## config.mk

```make
export PLATFORM = sky130hd
export DESIGN_NAME = aes_job_sequencer
export DESIGN_NICKNAME = d
export VERILOG_FILES = /design/src/rtl/aes_seq_pkg.sv /design/src/rtl/aes_seq_watchdog.sv /design/src/rtl/aes_job_sequencer.sv
export SDC_FILE = /design/constraint.sdc
export NUM_CORES = 1
export LEC_CHECK = 0
export CAP_MARGIN = 15
export CORE_AREA = 4 4 262 264
export CTS_CLUSTER_DIAMETER = 30
export CTS_CLUSTER_SIZE = 30
export DETAILED_ROUTE_END_ITERATION = 12
export DIE_AREA = 0 0 266 268
export PLACE_DENSITY_LB_ADDON = 0.08
export SYNTH_ARGS = -nofsm -noshare
export SYNTH_HDL_FRONTEND = slang
export SYNTH_SLANG_ARGS = --single-unit
```

## constraint.sdc

```tcl
create_clock -name Clk -period 2.3 [get_ports Clk]
set_clock_uncertainty 0.1 [all_clocks]
set_input_delay 0.575 -clock Clk [delete_from_list [all_inputs] [get_ports Clk]]
set_output_delay 0.575 -clock Clk [all_outputs]
set_load 0.02 [all_outputs]
```

## src/rtl/aes_seq_pkg.sv

```systemverilog
// aes_seq_pkg: shared state encoding, mode constants and default watchdog depth for the AES job sequencer
package aes_seq_pkg;

    typedef enum logic [2:0] {
        IDLE      = 3'd0,
        KEY_PUSH  = 3'd1,
        TEXT_PUSH = 3'd2,
        BUSY      = 3'd3,
        RESULT    = 3'd4
    } seqState_e;

    localparam logic MODE_ENC = 1'b0;
    localparam logic MODE_DEC = 1'b1;

    localparam int DEFAULT_TIMEOUT_CYCLES = 4096;

endpackage

```

## src/rtl/aes_seq_watchdog.sv

```systemverilog
// aes_seq_watchdog: cycle counter that flags the last permitted cycle of a core handshake wait
module aes_seq_watchdog
    import aes_seq_pkg::*;
#(
    parameter int TIMEOUT_CYCLES = DEFAULT_TIMEOUT_CYCLES
) (
    input  logic Clk,
    input  logic Rst,
    input  logic clear,
    input  logic enable,
    output logic expired
);

    localparam int CW = (TIMEOUT_CYCLES > 1) ? $clog2(TIMEOUT_CYCLES) : 1;

    logic [CW-1:0] count;

    // Restart on entry to a wait state, advance once per waiting cycle
    always_ff @(posedge Clk) begin
        if (Rst || clear)
            count <= '0;
        else if (enable)
            count <= count + CW'(1);
    end

    assign expired = enable && (count == CW'(TIMEOUT_CYCLES - 1));

endmodule

```

## src/rtl/aes_job_sequencer.sv

```systemverilog
// aes_job_sequencer: sequences host key/text words through the AES core handshakes and returns results
module aes_job_sequencer
    import aes_seq_pkg::*;
#(
    parameter int TIMEOUT_CYCLES = DEFAULT_TIMEOUT_CYCLES,
    parameter int CNT_W          = 16
) (
    input  logic             Clk,
    input  logic             Rst,
    input  logic             HostValid,
    output logic             HostReady,
    input  logic             HostKeyLoad,
    input  logic             HostMode,
    input  logic [127:0]     HostData,
    output logic             OutValid,
    input  logic             OutReady,
    output logic [127:0]     OutData,
    output logic             CoreSel,
    output logic [127:0]     CoreText,
    output logic [127:0]     CoreKey,
    output logic             CoreKeyRy,
    input  logic             CoreKeyDone,
    output logic             CoreReadRy,
    input  logic             CoreReadEn,
    input  logic             CoreWriteRy,
    input  logic [127:0]     CoreResult,
    output logic             CoreWriteEn,
    output logic             KeyValid,
    output logic             ErrNoKey,
    output logic             ErrTimeout,
    input  logic             ErrClear,
    output logic [CNT_W-1:0] BlockCount
);

    seqState_e state, nextState;
    logic      hostFire, waitEvent, wdEnable, wdClear, wdExpired, timeoutHit;

    assign hostFire   = HostValid && HostReady;
    assign waitEvent  = (state == KEY_PUSH  && CoreKeyDone) ||
                        (state == TEXT_PUSH && CoreReadEn)  ||
                        (state == BUSY      && CoreWriteRy);
    assign wdEnable   = state inside {KEY_PUSH, TEXT_PUSH, BUSY};
    assign wdClear    = (nextState != state) && (nextState inside {KEY_PUSH, TEXT_PUSH, BUSY});
    assign timeoutHit = wdExpired && !waitEvent;

    aes_seq_watchdog #(.TIMEOUT_CYCLES(TIMEOUT_CYCLES)) watchdog (
        .Clk     (Clk),
        .Rst     (Rst),
        .clear   (wdClear),
        .enable  (wdEnable),
        .expired (wdExpired)
    );

    // State register
    always_ff @(posedge Clk) begin
        if (Rst)
            state <= IDLE;
        else
            state <= nextState;
    end

    // Next state: each wait ends on its awaited core event or on watchdog expiry
    always_comb begin
        nextState = state;
        unique case (state)
            IDLE:      nextState = !hostFire ? IDLE : HostKeyLoad ? KEY_PUSH : KeyValid ? TEXT_PUSH : IDLE;
            KEY_PUSH:  nextState = (CoreKeyDone || timeoutHit) ? IDLE : KEY_PUSH;
            TEXT_PUSH: nextState = CoreReadEn ? BUSY : timeoutHit ? IDLE : TEXT_PUSH;
            BUSY:      nextState = CoreWriteRy ? RESULT : timeoutHit ? IDLE : BUSY;
            RESULT:    nextState = OutReady ? IDLE : RESULT;
            default:   nextState = IDLE;
        endcase
    end

    // Handshake outputs decoded from state; reset drops them in the same cycle
    always_comb begin
        HostReady   = !Rst && state == IDLE;
        CoreKeyRy   = !Rst && state == KEY_PUSH;
        CoreReadRy  = !Rst && state == TEXT_PUSH;
        OutValid    = !Rst && state == RESULT;
        CoreWriteEn = !Rst && state == BUSY && CoreWriteRy;
    end

    // Datapath registers, key validity, sticky errors and block counter
    always_ff @(posedge Clk) begin
        if (Rst) begin
            CoreKey    <= '0;
            CoreText   <= '0;
            CoreSel    <= MODE_ENC;
            OutData    <= '0;
            KeyValid   <= 1'b0;
            ErrNoKey   <= 1'b0;
            ErrTimeout <= 1'b0;
            BlockCount <= '0;
        end else begin
            if (ErrClear) begin
                ErrNoKey   <= 1'b0;
                ErrTimeout <= 1'b0;
            end
            if (state == IDLE && hostFire) begin
                if (HostKeyLoad) begin
                    CoreKey  <= HostData;
                    KeyValid <= 1'b0;
                end else if (KeyValid) begin
                    CoreText <= HostData;
                    CoreSel  <= (HostMode == MODE_DEC);
                end else begin
                    ErrNoKey <= 1'b1;
                end
            end
            if (state == KEY_PUSH && CoreKeyDone)
                KeyValid <= 1'b1;
            if (timeoutHit) begin
                KeyValid   <= 1'b0;
                ErrTimeout <= 1'b1;
            end
            if (state == BUSY && CoreWriteRy)
                OutData <= CoreResult;
            if (state == RESULT && OutReady)
                BlockCount <= BlockCount + CNT_W'(1);
        end
    end

endmodule

```

Yosys cells after proc, flatten, opt, wreduce, memory -nomap -nowiden
Cells that the tools add are included.
{"block": "word_totals", "regBits": 419, "latchBits": 0, "ram_bits": 0, "rom_bits": 0, "output_inout_bits": 409, "elab_cells": 72, "mem_count": 0}
{"block": "classes", "add_sub_neg": 2, "multipliers": 0, "div_mod_pow": 0, "order_cmp": 0, "eq_ne": 9, "shifts": 0, "mux": 19, "bitwise": 1, "n_reduce_logical": 31}
{"cell": "16-bit by 1-bit adder with 16-bit output (second input constant)", "count": 1}
{"cell": "1-bit logical AND", "count": 15}
{"cell": "3-bit one-hot mux with 5 select lines", "count": 1}
{"cell": "12-bit by 1-bit adder with 12-bit output (second input constant)", "count": 1}
{"cell": "12-bit equality test (second input constant)", "count": 1}
{"cell": "3-bit by 2-bit equality test with 1-bit output (second input constant)", "count": 4}
{"cell": "2-bit two-way mux", "count": 6}
{"cell": "1-bit two-way mux", "count": 10}
{"cell": "3-bit by 1-bit equality test with 1-bit output (second input constant)", "count": 2}
{"cell": "3-bit two-way mux", "count": 2}
{"cell": "2-bit nonzero test", "count": 3}
{"cell": "3-bit nonzero test", "count": 2}
{"cell": "1-bit logical OR", "count": 4}
{"cell": "2-bit AND reduction", "count": 2}
{"cell": "3-bit equality test (second input constant)", "count": 1}
{"cell": "3-bit logical NOT", "count": 1}
{"cell": "3-bit != test", "count": 1}
{"cell": "3-bit AND reduction", "count": 1}
{"cell": "1-bit logical NOT", "count": 2}
{"cell": "2-bit OR reduction", "count": 1}
{"cell": "1-bit NOT", "count": 1}

Longest topological paths before layout
Gate-level depths: netlist (run 1).
{"block": "depth", "depth_word": 13, "depth_mapped": 8, "mapped_depth_nobuf": 5}

Modules after synthesis
From an unflattened synthesis (run 1), not the netlist that was laid out.
{"block": "hier_totals", "hier_cells": 1866, "hier_area_um2": 14814.2}
{"mod": "aes_job_sequencer", "instances": 1, "cells_per_inst": 1802, "area_per_inst_um2": 14234.9, "seq_area_each_um2": 8147.8}
{"mod": "aes_seq_watchdog", "instances": 1, "cells_per_inst": 64, "area_per_inst_um2": 579.3, "seq_area_each_um2": 240.2}

Least setup slack after synthesis (run 1)
Ideal clock, no wire load.
{"block": "synth_path", "kind": "input -> output", "start": "input Rst", "end": "output OutValid", "arrival_ns": 1.714, "required_ns": 1.625, "path_slack_ns": -0.089, "stages": 3, "n_path_buf": 2, "cell_sequence": "clkbuf_1 > buf_1 > nor4b_1"}
{"block": "synth_between", "elab_chain_cells": 2}
{"element": "start: declaration", "line": "aes_job_sequencer.sv:9", "rtl": "input logic Rst,"}
{"element": "1-bit logical NOT", "line": "aes_job_sequencer.sv:80", "rtl": "OutValid = !Rst && state == RESULT;"}
{"element": "1-bit logical AND", "line": "aes_job_sequencer.sv:80"}
{"element": "end: declaration", "line": "aes_job_sequencer.sv:15", "rtl": "output logic OutValid,"}
No other way between the ends.

Final worst setup path (run 1)
{"block": "layout_path", "start": "register state[2]", "end": "output CoreReadRy"}
{"block": "layout_between", "elab_chain_cells": 2}
{"element": "start: declaration", "line": "aes_job_sequencer.sv:35", "rtl": "seqState_e state, nextState;"}
{"element": "start signal: assignment", "line": "aes_job_sequencer.sv:59", "rtl": "state <= nextState;"}
{"element": "3-bit by 2-bit equality test with 1-bit output", "line": "aes_job_sequencer.sv:79", "rtl": "CoreReadRy = !Rst && state == TEXT_PUSH;"}
{"element": "1-bit logical AND", "line": "aes_job_sequencer.sv:79"}
{"element": "end: declaration", "line": "aes_job_sequencer.sv:23", "rtl": "output logic CoreReadRy,"}
No other way between the ends.

==> results.md, run 1 <==
- Counting instances, the worst hold path has a depth of 3.
- The final-report max-slew violation count is 0.
- The clock period could shrink to 2.29 ns.
- The initial antenna violation count is 5.
- The sequential cell fraction of total power is 0.284.
- Of the total power, combinational logic draws 0.044.
- The cts-stage hold buffer count is 0.
- For this run, asynchronously set or reset flops after synthesis account for 0.
- The kind of start point of the critical path is a flip-flop.
- The initial utilization of the core area, before any placement, comes to 0.221.
- The number of cells after detailed placement is 3341.
- The class of the most critical hold timing path is primary input to flip-flop.
- The die covers 71300 um^2.
- The run finished with clean final reports.
- The first routing iteration left 647 violations.
- The die is 268 um tall.
- The total design power is 0.0262 W.
- The total clock sinks is 419.
- Each instance of the synthesized netlist takes up on average 7.91 um^2.
- Static timing analysis puts the maximum clock frequency at 436 MHz.
- In the finished design, the share of the clock period the worst path needs comes to 0.997.
- For this run, the leading register cell type out of synthesis is sky130_fd_sc_hd__dfxtp_1.
- The synthesized instance count is 1858.
- At the worst endpoint, the arrival time is 1.62 ns.
- In the routed design, unresolved DRC markers number 0.
- The clock edge transition at the registers on the reported setup and hold paths is 0.04 ns.
- The clock root buffer master is sky130_fd_sc_hd__clkbuf_16.
- Entering global routing, the biggest net connects 211 pins.
- Setup violations remaining at the end of the flow were counted as 0.
- In the final layout, the share of cells above drive strength 1 is 0.112.
- TritonCTS built the clock tree.
- The residual overflow from global routing is 0.
- STA puts the critical path data required time at 1.62 ns.
- The overall fraction of global-route tracks in use is 0.177.
- In this run the power spent charging and discharging nets is 0.00545 W.
- Counting cells, the worst reg-to-reg path comes to 10.
- In this run the standard cell core region covers 66600 um^2.
- The internal portion of the total power is 0.0207 W.
- Wires add up to 67.4 mm.
- The register bit total from synthesis is 419.
- The number of different library cells used by synthesis comes to 39.
- Counting the buffers created by CTS gives 121.
- In this run the number of H-tree levels came out at 3.
- The number of search-and-repair iterations in the first detailed-routing pass is 5.
- The switching share of power is 0.208.
- Max-cap violations in this run came to 0.
- The final-report hold violation count is 0.
- The startpoint identified for the worst hold timing path is Rst.
- Synthesis produced a netlist with a net count of 2126.
- The source of the critical timing path is state[2]$_SDFF_PP0_.
- The critical path is of the flip-flop to output pin type.
- The placement row count is 95.
- The biggest fanout along the worst timing path is 5.
- The width of the die is 266 um.
- Setup slack on the worst reg-to-reg path comes out at 0.19 ns.
- At the end of the flow, the number of nets in the layout was 2862.
- The synthesized netlist occupies a cell area of 14700 um^2.
- The normalized max-slew margin is 0.182.
- The analysis attributes to cell leakage a power of 12.0 nW.
- The power share of the clock group is 0.672.
- The power density relative to cell area is 969 nW/um^2.
- The share of the yosys chip area belonging to registers is 0.571.
- The critical path capture point type is an output pin.
- The number of global-route vias before repair is 15.0k.
- The first global-routing pass estimated 96.8 mm of wire.
- The terminating pin of the worst hold path is CoreKey[1]$_SDFFE_PP0P_.
- The number of port buffers is 674.
- In this run the critical register-to-register path is captured at CoreText[93]$_SDFFE_PP0P_.
- After legalization and detailed placement, the total HPWL measured 48.8 mm.
- The transition at the pin with the smallest max-transition slack is 1.23 ns.
- No sink is reached through more buffers than the 3 on the longest clock path.
- The finished layout holds 3572 standard cells, fillers aside.
- Setup repair after global routing could not meet its margin everywhere.
- The clock latency of the later-clocked register in the worst-skew pair is 0.65 ns.
- The worst-case IR drop observed on VDD is 0.515 mV.
- The number of flops mapped to enable cells by yosys is 0.
- The synthesis-to-layout area growth is 83.7%.
- The residual antenna-violating net count after detailed routing is 0.
- The routed length per instance is 18.9 um.
- The number of vias in the routed layout is 15.2k.
- The routed via count divided by cell count is 4.27.
- The critical register-to-register path startpoint is state[2]$_SDFF_PP0_.
- 675 I/O pins were placed.
- The total of warnings raised by yosys is 0.
- The congestion estimate from routability-driven global placement came to 0.801.
- On the final layout, the worst hold slack is 0.278 ns.
[worst max-delay path, stage by stage (launching register included)]
cell and delay (ns):
sky130_fd_sc_hd__dfxtp_2 0.32, sky130_fd_sc_hd__buf_6 0.12, sky130_fd_sc_hd__buf_6 0.12, sky130_fd_sc_hd__nor2_4 0.11, sky130_fd_sc_hd__nand2_2 0.08, sky130_fd_sc_hd__nor2_4 0.09, sky130_fd_sc_hd__buf_6 0.12
[cell type report]
| cell class | instances | area, um^2 |
|---|---|---|
| repair buffers | 749 | 7310 |
| diodes | 5 | 12.5 |
| clock inverters | 54 | 910 |
| well taps | 873 | 1090 |
| multi-input cells | 1297 | 5780 |
| flip-flops and latches | 419 | 8390 |
| fillers | 6821 | 39600 |
| clock buffers | 169 | 3480 |
| inverters | 6 | 22.5 |
[metrics by stage]
stage	setup WS, ns	cell area [um^2]	util	TNS [ns]
6_report	0.00597	27000	0.406	0
5_1_grt	-0.117	27000	0.406	-0.293
4_1_cts	-0.104	26900	0.404	-0.358
3_5_place_dp	-0.501	22800	0.343	-19.55
3_3_place_gp	-0.521	22800	0.343	-19.04
2_1_floorplan	0.0533	14700	-	0
[how the worst max path moves through the flow]
stage / to / slack, ns / depth (start not counted)
CTS: HostReady / -0.10 / 4
global route: CoreReadRy / -0.12 / 6
finish: CoreReadRy / 0.006 / 6
floorplan: CoreReadRy / 0.05 / 4
global placement: CoreWriteEn / -0.52 / 5
detailed placement: CoreWriteEn / -0.50 / 5
[registers in the layout, indices dropped and copies added, names as in the netlist]
register,flops
KeyValid,1
watchdog.count,12
ErrTimeout,1
CoreKey,128
state,3
OutData,128
BlockCount,16
CoreText,128
ErrNoKey,1
CoreSel,1
[per-layer routing]
| metal | routed length, um | track usage | vias up |
|---|---|---|---|
| li1 | - | - | 7560 |
| met5 | 0 | 0 | - |
| met2 | 35600 | 0.323 | 423 |
| met3 | 3840 | 0.0509 | 115 |
| met1 | 26000 | 0.197 | 7139 |
| met4 | 1980 | 0.0612 | 0 |
[cell families (layout without fill, tap and decap cells)]
group                      Yosys count  after routing  synth area share
other                                0              5                 0
AOI/OAI and AO/OA                  412            412             0.142
and+or+nand+nor                    861            861             0.230
buffers and inverters              142            978            0.0418
adders and majority gates            2              2           0.00170
muxes                                3              3           0.00204
xor gates and xnor gates            19             19            0.0113
DFF                                419            419             0.571
[what timing repair did]
item                                    CTS  global route
resized for setup                       393            44
cloned                                    0             0
buffers inserted                          2             1
pin swaps                                 6             6
endpoints found under the setup margin  363            51
[power groups by stage]
stage          Combinational (W)  Sequential, W  Clock, W
6_report                 0.00115        0.00742    0.0176
5_1_grt                  0.00124        0.00742    0.0184
4_1_cts                  0.00117        0.00742    0.0179
3_5_place_dp             0.00121        0.00755         0
3_3_place_gp             0.00120        0.00754         0
2_1_floorplan           0.000268        0.00764         0
[layout by cell type, fill, tap and decap left out, types with 6 or more instances in the layout]
master                            Yosys  routed
sky130_fd_sc_hd__clkbuf_8             0      25
sky130_fd_sc_hd__inv_1                6       6
sky130_fd_sc_hd__nand2_1            781     780
sky130_fd_sc_hd__dfxtp_1            419     416
sky130_fd_sc_hd__a21oi_1            396     396
sky130_fd_sc_hd__xnor2_1             10      10
sky130_fd_sc_hd__buf_4               13      45
sky130_fd_sc_hd__xor2_1               9       9
sky130_fd_sc_hd__clkbuf_16            0     122
sky130_fd_sc_hd__nor2_1              32      28
sky130_fd_sc_hd__o21ai_0              7       7
sky130_fd_sc_hd__clkdlybuf4s50_1      0     271
sky130_fd_sc_hd__buf_12               0      26
sky130_fd_sc_hd__nand4_1              6       6
sky130_fd_sc_hd__clkinv_2             0      23
sky130_fd_sc_hd__dlygate4sd2_1        0     357
sky130_fd_sc_hd__clkbuf_1            95      22
sky130_fd_sc_hd__buf_6                0       9
sky130_fd_sc_hd__nand3_1              9       8
sky130_fd_sc_hd__bufinv_16            0      21
sky130_fd_sc_hd__dlymetal6s2s_1       0      39
[cell usage after synthesis, types with 2 or more instances]
cell type | instances | share of area
sky130_fd_sc_hd__or3_1 | 5 | 0.0021
sky130_fd_sc_hd__a211oi_1 | 2 | 0.0010
sky130_fd_sc_hd__buf_1 | 2 | 0.00051
sky130_fd_sc_hd__xor2_1 | 9 | 0.0054
sky130_fd_sc_hd__xnor2_1 | 10 | 0.0060
sky130_fd_sc_hd__buf_2 | 26 | 0.0089
sky130_fd_sc_hd__nand3_1 | 9 | 0.0031
sky130_fd_sc_hd__buf_4 | 13 | 0.0066
sky130_fd_sc_hd__and3_1 | 5 | 0.0021
sky130_fd_sc_hd__a31oi_1 | 2 | 0.00085
sky130_fd_sc_hd__mux2i_1 | 3 | 0.0020
sky130_fd_sc_hd__nor3_1 | 6 | 0.0020
sky130_fd_sc_hd__nor4_1 | 5 | 0.0021
sky130_fd_sc_hd__nand4_1 | 6 | 0.0026
sky130_fd_sc_hd__nor2_1 | 32 | 0.0082
sky130_fd_sc_hd__inv_1 | 6 | 0.0015
sky130_fd_sc_hd__clkbuf_1 | 95 | 0.024
sky130_fd_sc_hd__nand2_1 | 781 | 0.20
sky130_fd_sc_hd__dfxtp_1 | 419 | 0.57
sky130_fd_sc_hd__a21oi_1 | 396 | 0.13
sky130_fd_sc_hd__ha_1 | 2 | 0.0017
sky130_fd_sc_hd__o21ai_0 | 7 | 0.0024
Note: power is estimated with default switching activity, not from simulation.
==> run 2: changes to the inputs <==
- CELL_PAD_IN_SITES_DETAIL_PLACEMENT: not set -> 0
- CELL_PAD_IN_SITES_GLOBAL_PLACEMENT: not set -> 2
- CORE_AREA: 4 4 262 264 -> not set
- CORE_MARGIN: not set -> 4
- CORE_UTILIZATION: not set -> 22
- DIE_AREA: 0 0 266 268 -> not set
==> run 2 against run 1 <==
  * The run now ends with negative setup slack left
  * Clock power fell by 3%
  * Sequential share of layout area about the same
  * Register-to-register slack lost 0.11 ns
  * Critical path depth decreased by 3
  * Die area shrank 0.44%
  * Global-route usage rose by 1.3 points
  * Via count rose by 0.99%
  * Largest cell class unchanged
==> results.md, run 2 (same netlist as run 1, synthesis figures left out) <==
- The transition at the pin with the smallest max-transition slack is 1.29 ns.
- Static timing analysis puts the maximum clock frequency at 432 MHz.
- The checks that failed: negative setup slack.
- The clock latency of the later-clocked register in the worst-skew pair is 0.68 ns.
- Setup repair after global routing could not meet its margin everywhere.
- Leaving out fill and tap cells, the most frequent cells in the layout are sky130_fd_sc_hd__nand2_1 (780), sky130_fd_sc_hd__dfxtp_1 (417), sky130_fd_sc_hd__dlygate4sd2_1 (403).
- The initial core utilization is 0.223.
- For the finished layout, the period the worst path requires is 2.32 ns.
- Setup violations remaining at the end of the flow were counted as 2.
- In this run the worst path has a maximum fanout of 4.
- Setup total negative slack on the finished layout was measured at -0.0184 ns.
- For this design the static power due to leakage is 11.6 nW.
- The largest registers in the layout are CoreKey x128, CoreText x128, OutData x128.
- For this block, the initial DRC count from the detailed router was 714.
- The critical path capture point type is an output pin.
- After layout, the worst setup slack is -0.0154 ns.
- Port buffering added 674 buffers.
- The final-report hold violation count was 0.
- The switching share of power is 0.225.
- Counting every sink on the clock net gives 419.
- The chip height is 266 um.
- The detailed router placed 15.4k vias in this run.
- Once detail routing completed, the nets flagged for antenna violations numbered 0.
- The first global-routing pass estimated 101 mm of wire.
- The number of buffers added by the clock tree synthesis step is 131.
- The power share of the clock group is 0.664.
- The class of the most critical hold timing path is primary input to flip-flop.
- Entering global routing, the biggest net connects 209 pins.
- The total net switching power is 0.00575 W.
- Of the total power, combinational logic draws 0.046.
- The worst voltage drop across the vdd grid is 0.594 mV.
- The kind of start point of the critical path is a flip-flop.
- The final-report max-slew violation count is 0.
- STA puts the critical path data arrival time at 1.64 ns.
- The tool flagged a number of max-cap violations equal to 0.
- The die covers 71000 um^2.
- The normalized max-slew margin is 0.139.
- For this run, design rule violations remaining after detail routing come to 0.
- The core box area is 66000 um^2.
- The synthesis-to-layout area growth is 83.7%.
- In the final routed layout, each cell accounts on average for 19.9 um.
- The clock tree from TritonCTS is done.
- The clock tree synthesis step divided the H-tree into 4 levels.
- The buffer levels on the longest clock path is 3.
- Of the available clock period, the critical path in the final layout requires 1.01.
- The number of search-and-repair iterations in the first detailed-routing pass is 5.
- Of the cells placed in the final design, the portion with a size suffix greater than 1 is 0.115.
- The run finished, with violations left.
- The leading cell type in the layout, fill and taps excluded is sky130_fd_sc_hd__nand2_1.
- The layout net count is 2883.
- Internal power comes to 0.0198 W.
- The clock edge transition at the registers on the reported setup and hold paths is 0.04 ns.
- The initial antenna violation count is 14.
- At the end of routability-driven placement, the weighted congestion stood at 0.784.
- Power comes to 0.0256 W.
- For this design the top-level I/O count stands at 675.
- The register-to-register setup slack is 0.08 ns.
- The critical path class is flip-flop to output pin.
- The routed design has 71.5 mm of wire.
- In this run the power density over the cells is 948 nW/um^2.
- The residual overflow from global routing is 0.
- The die is 266 um wide.
- Data on the critical path is required at its endpoint by 1.62 ns.
- The sequential cell fraction of total power is 0.290.
- The placement row count is 94.
- The number of global-route vias before repair came to 15.2k.
- Once detailed placement completed, the half-perimeter wirelength came to 51.2 mm.
- The overall fraction of global-route tracks in use is 0.190.
- Clock tree synthesis selected as its root buffer the cell sky130_fd_sc_hd__clkbuf_16.
- Dividing the detail-routed via count by the number of cells gives 4.29.
==> run 2: changes by cell type in the layout (fill, tap and decap cells not counted), moves of 5 or more <==
| cell | delta |
|---|---|
| sky130_fd_sc_hd__clkbuf_16 | +15 |
| sky130_fd_sc_hd__clkinvlp_4 | -5 |
| sky130_fd_sc_hd__dlygate4sd2_1 | +46 |
| sky130_fd_sc_hd__clkdlybuf4s50_1 | -7 |
| sky130_fd_sc_hd__dlymetal6s2s_1 | -39 |
| sky130_fd_sc_hd__bufinv_16 | -17 |
| sky130_fd_sc_hd__clkbuf_1 | +14 |
| sky130_fd_sc_hd__clkinv_8 | +6 |
==> run 2: final cells by class <==
class	count	area [um^2]
clock inverters	40	470
flip-flops and latches	419	8390
clock buffers	196	3820
multi-input cells	1297	5780
well taps	864	1080
diodes	7	17.5
inverters	6	22.5
fillers	6713	39000
repair buffers	760	7390
==> run 2: final timing paths <==
check                            start                         to  cells past startpoint
min reg2reg  CoreText[20]$_SDFFE_PP0P_  CoreText[20]$_SDFFE_PP0P_                      2
max                state[0]$_SDFF_PP0_                  HostReady                      3
max reg2reg        state[0]$_SDFF_PP0_  CoreText[61]$_SDFFE_PP0P_                     10
min                                Rst   CoreText[3]$_SDFFE_PP0P_                      3
==> run 2: critical path, cell delays in order, from the launching register on <==
cell and delay (ns):
sky130_fd_sc_hd__dfxtp_4 0.34, sky130_fd_sc_hd__buf_6 0.13, sky130_fd_sc_hd__nor4_4 0.30, sky130_fd_sc_hd__buf_4 0.20
==> run 2: power by group through the flow <==
stage	Clock (W)	Sequential [W]	Combinational [W]
after global routing	0.0178	0.00743	0.00127
after global placement	0	0.00754	0.00123
final	0.0170	0.00743	0.00118
after floorplan	0	0.00764	0.000268
after CTS	0.0174	0.00743	0.00118
after detailed placement	0	0.00755	0.00123
==> run 2: metal layers <==
layer,part of all wire,up-vias,GRT usage
met3,0.086,114,0.0852
met5,0.0010,-,0
met2,0.51,457,0.336
li1,-,7618,-
met4,0.028,10,0.0734
met1,0.37,7189,0.199
==> run 2: timing repair <==
item                                    CTS  global route
buffers inserted                          0             8
gates resized for setup                 440            16
gates cloned                              0             5
pin swaps                                 2             3
endpoints found under the setup margin  409            17
hold buffers                              0             0
==> run 2: metrics by stage <==
step / util / instances / cell area [um^2] / hold slack [ns] / setup WS, ns
floorplan: - / 1858 / 14700 / 0.371 / 0.0533
global placement: 0.347 / 3333 / 22900 / 0.340 / -0.499
detailed placement: 0.347 / 3333 / 22900 / 0.345 / -0.441
CTS: 0.405 / 3569 / 26700 / 0.223 / -0.115
global route: 0.409 / 3588 / 27000 / 0.251 / -0.114
finish: 0.409 / 3589 / 27000 / 0.261 / -0.0154
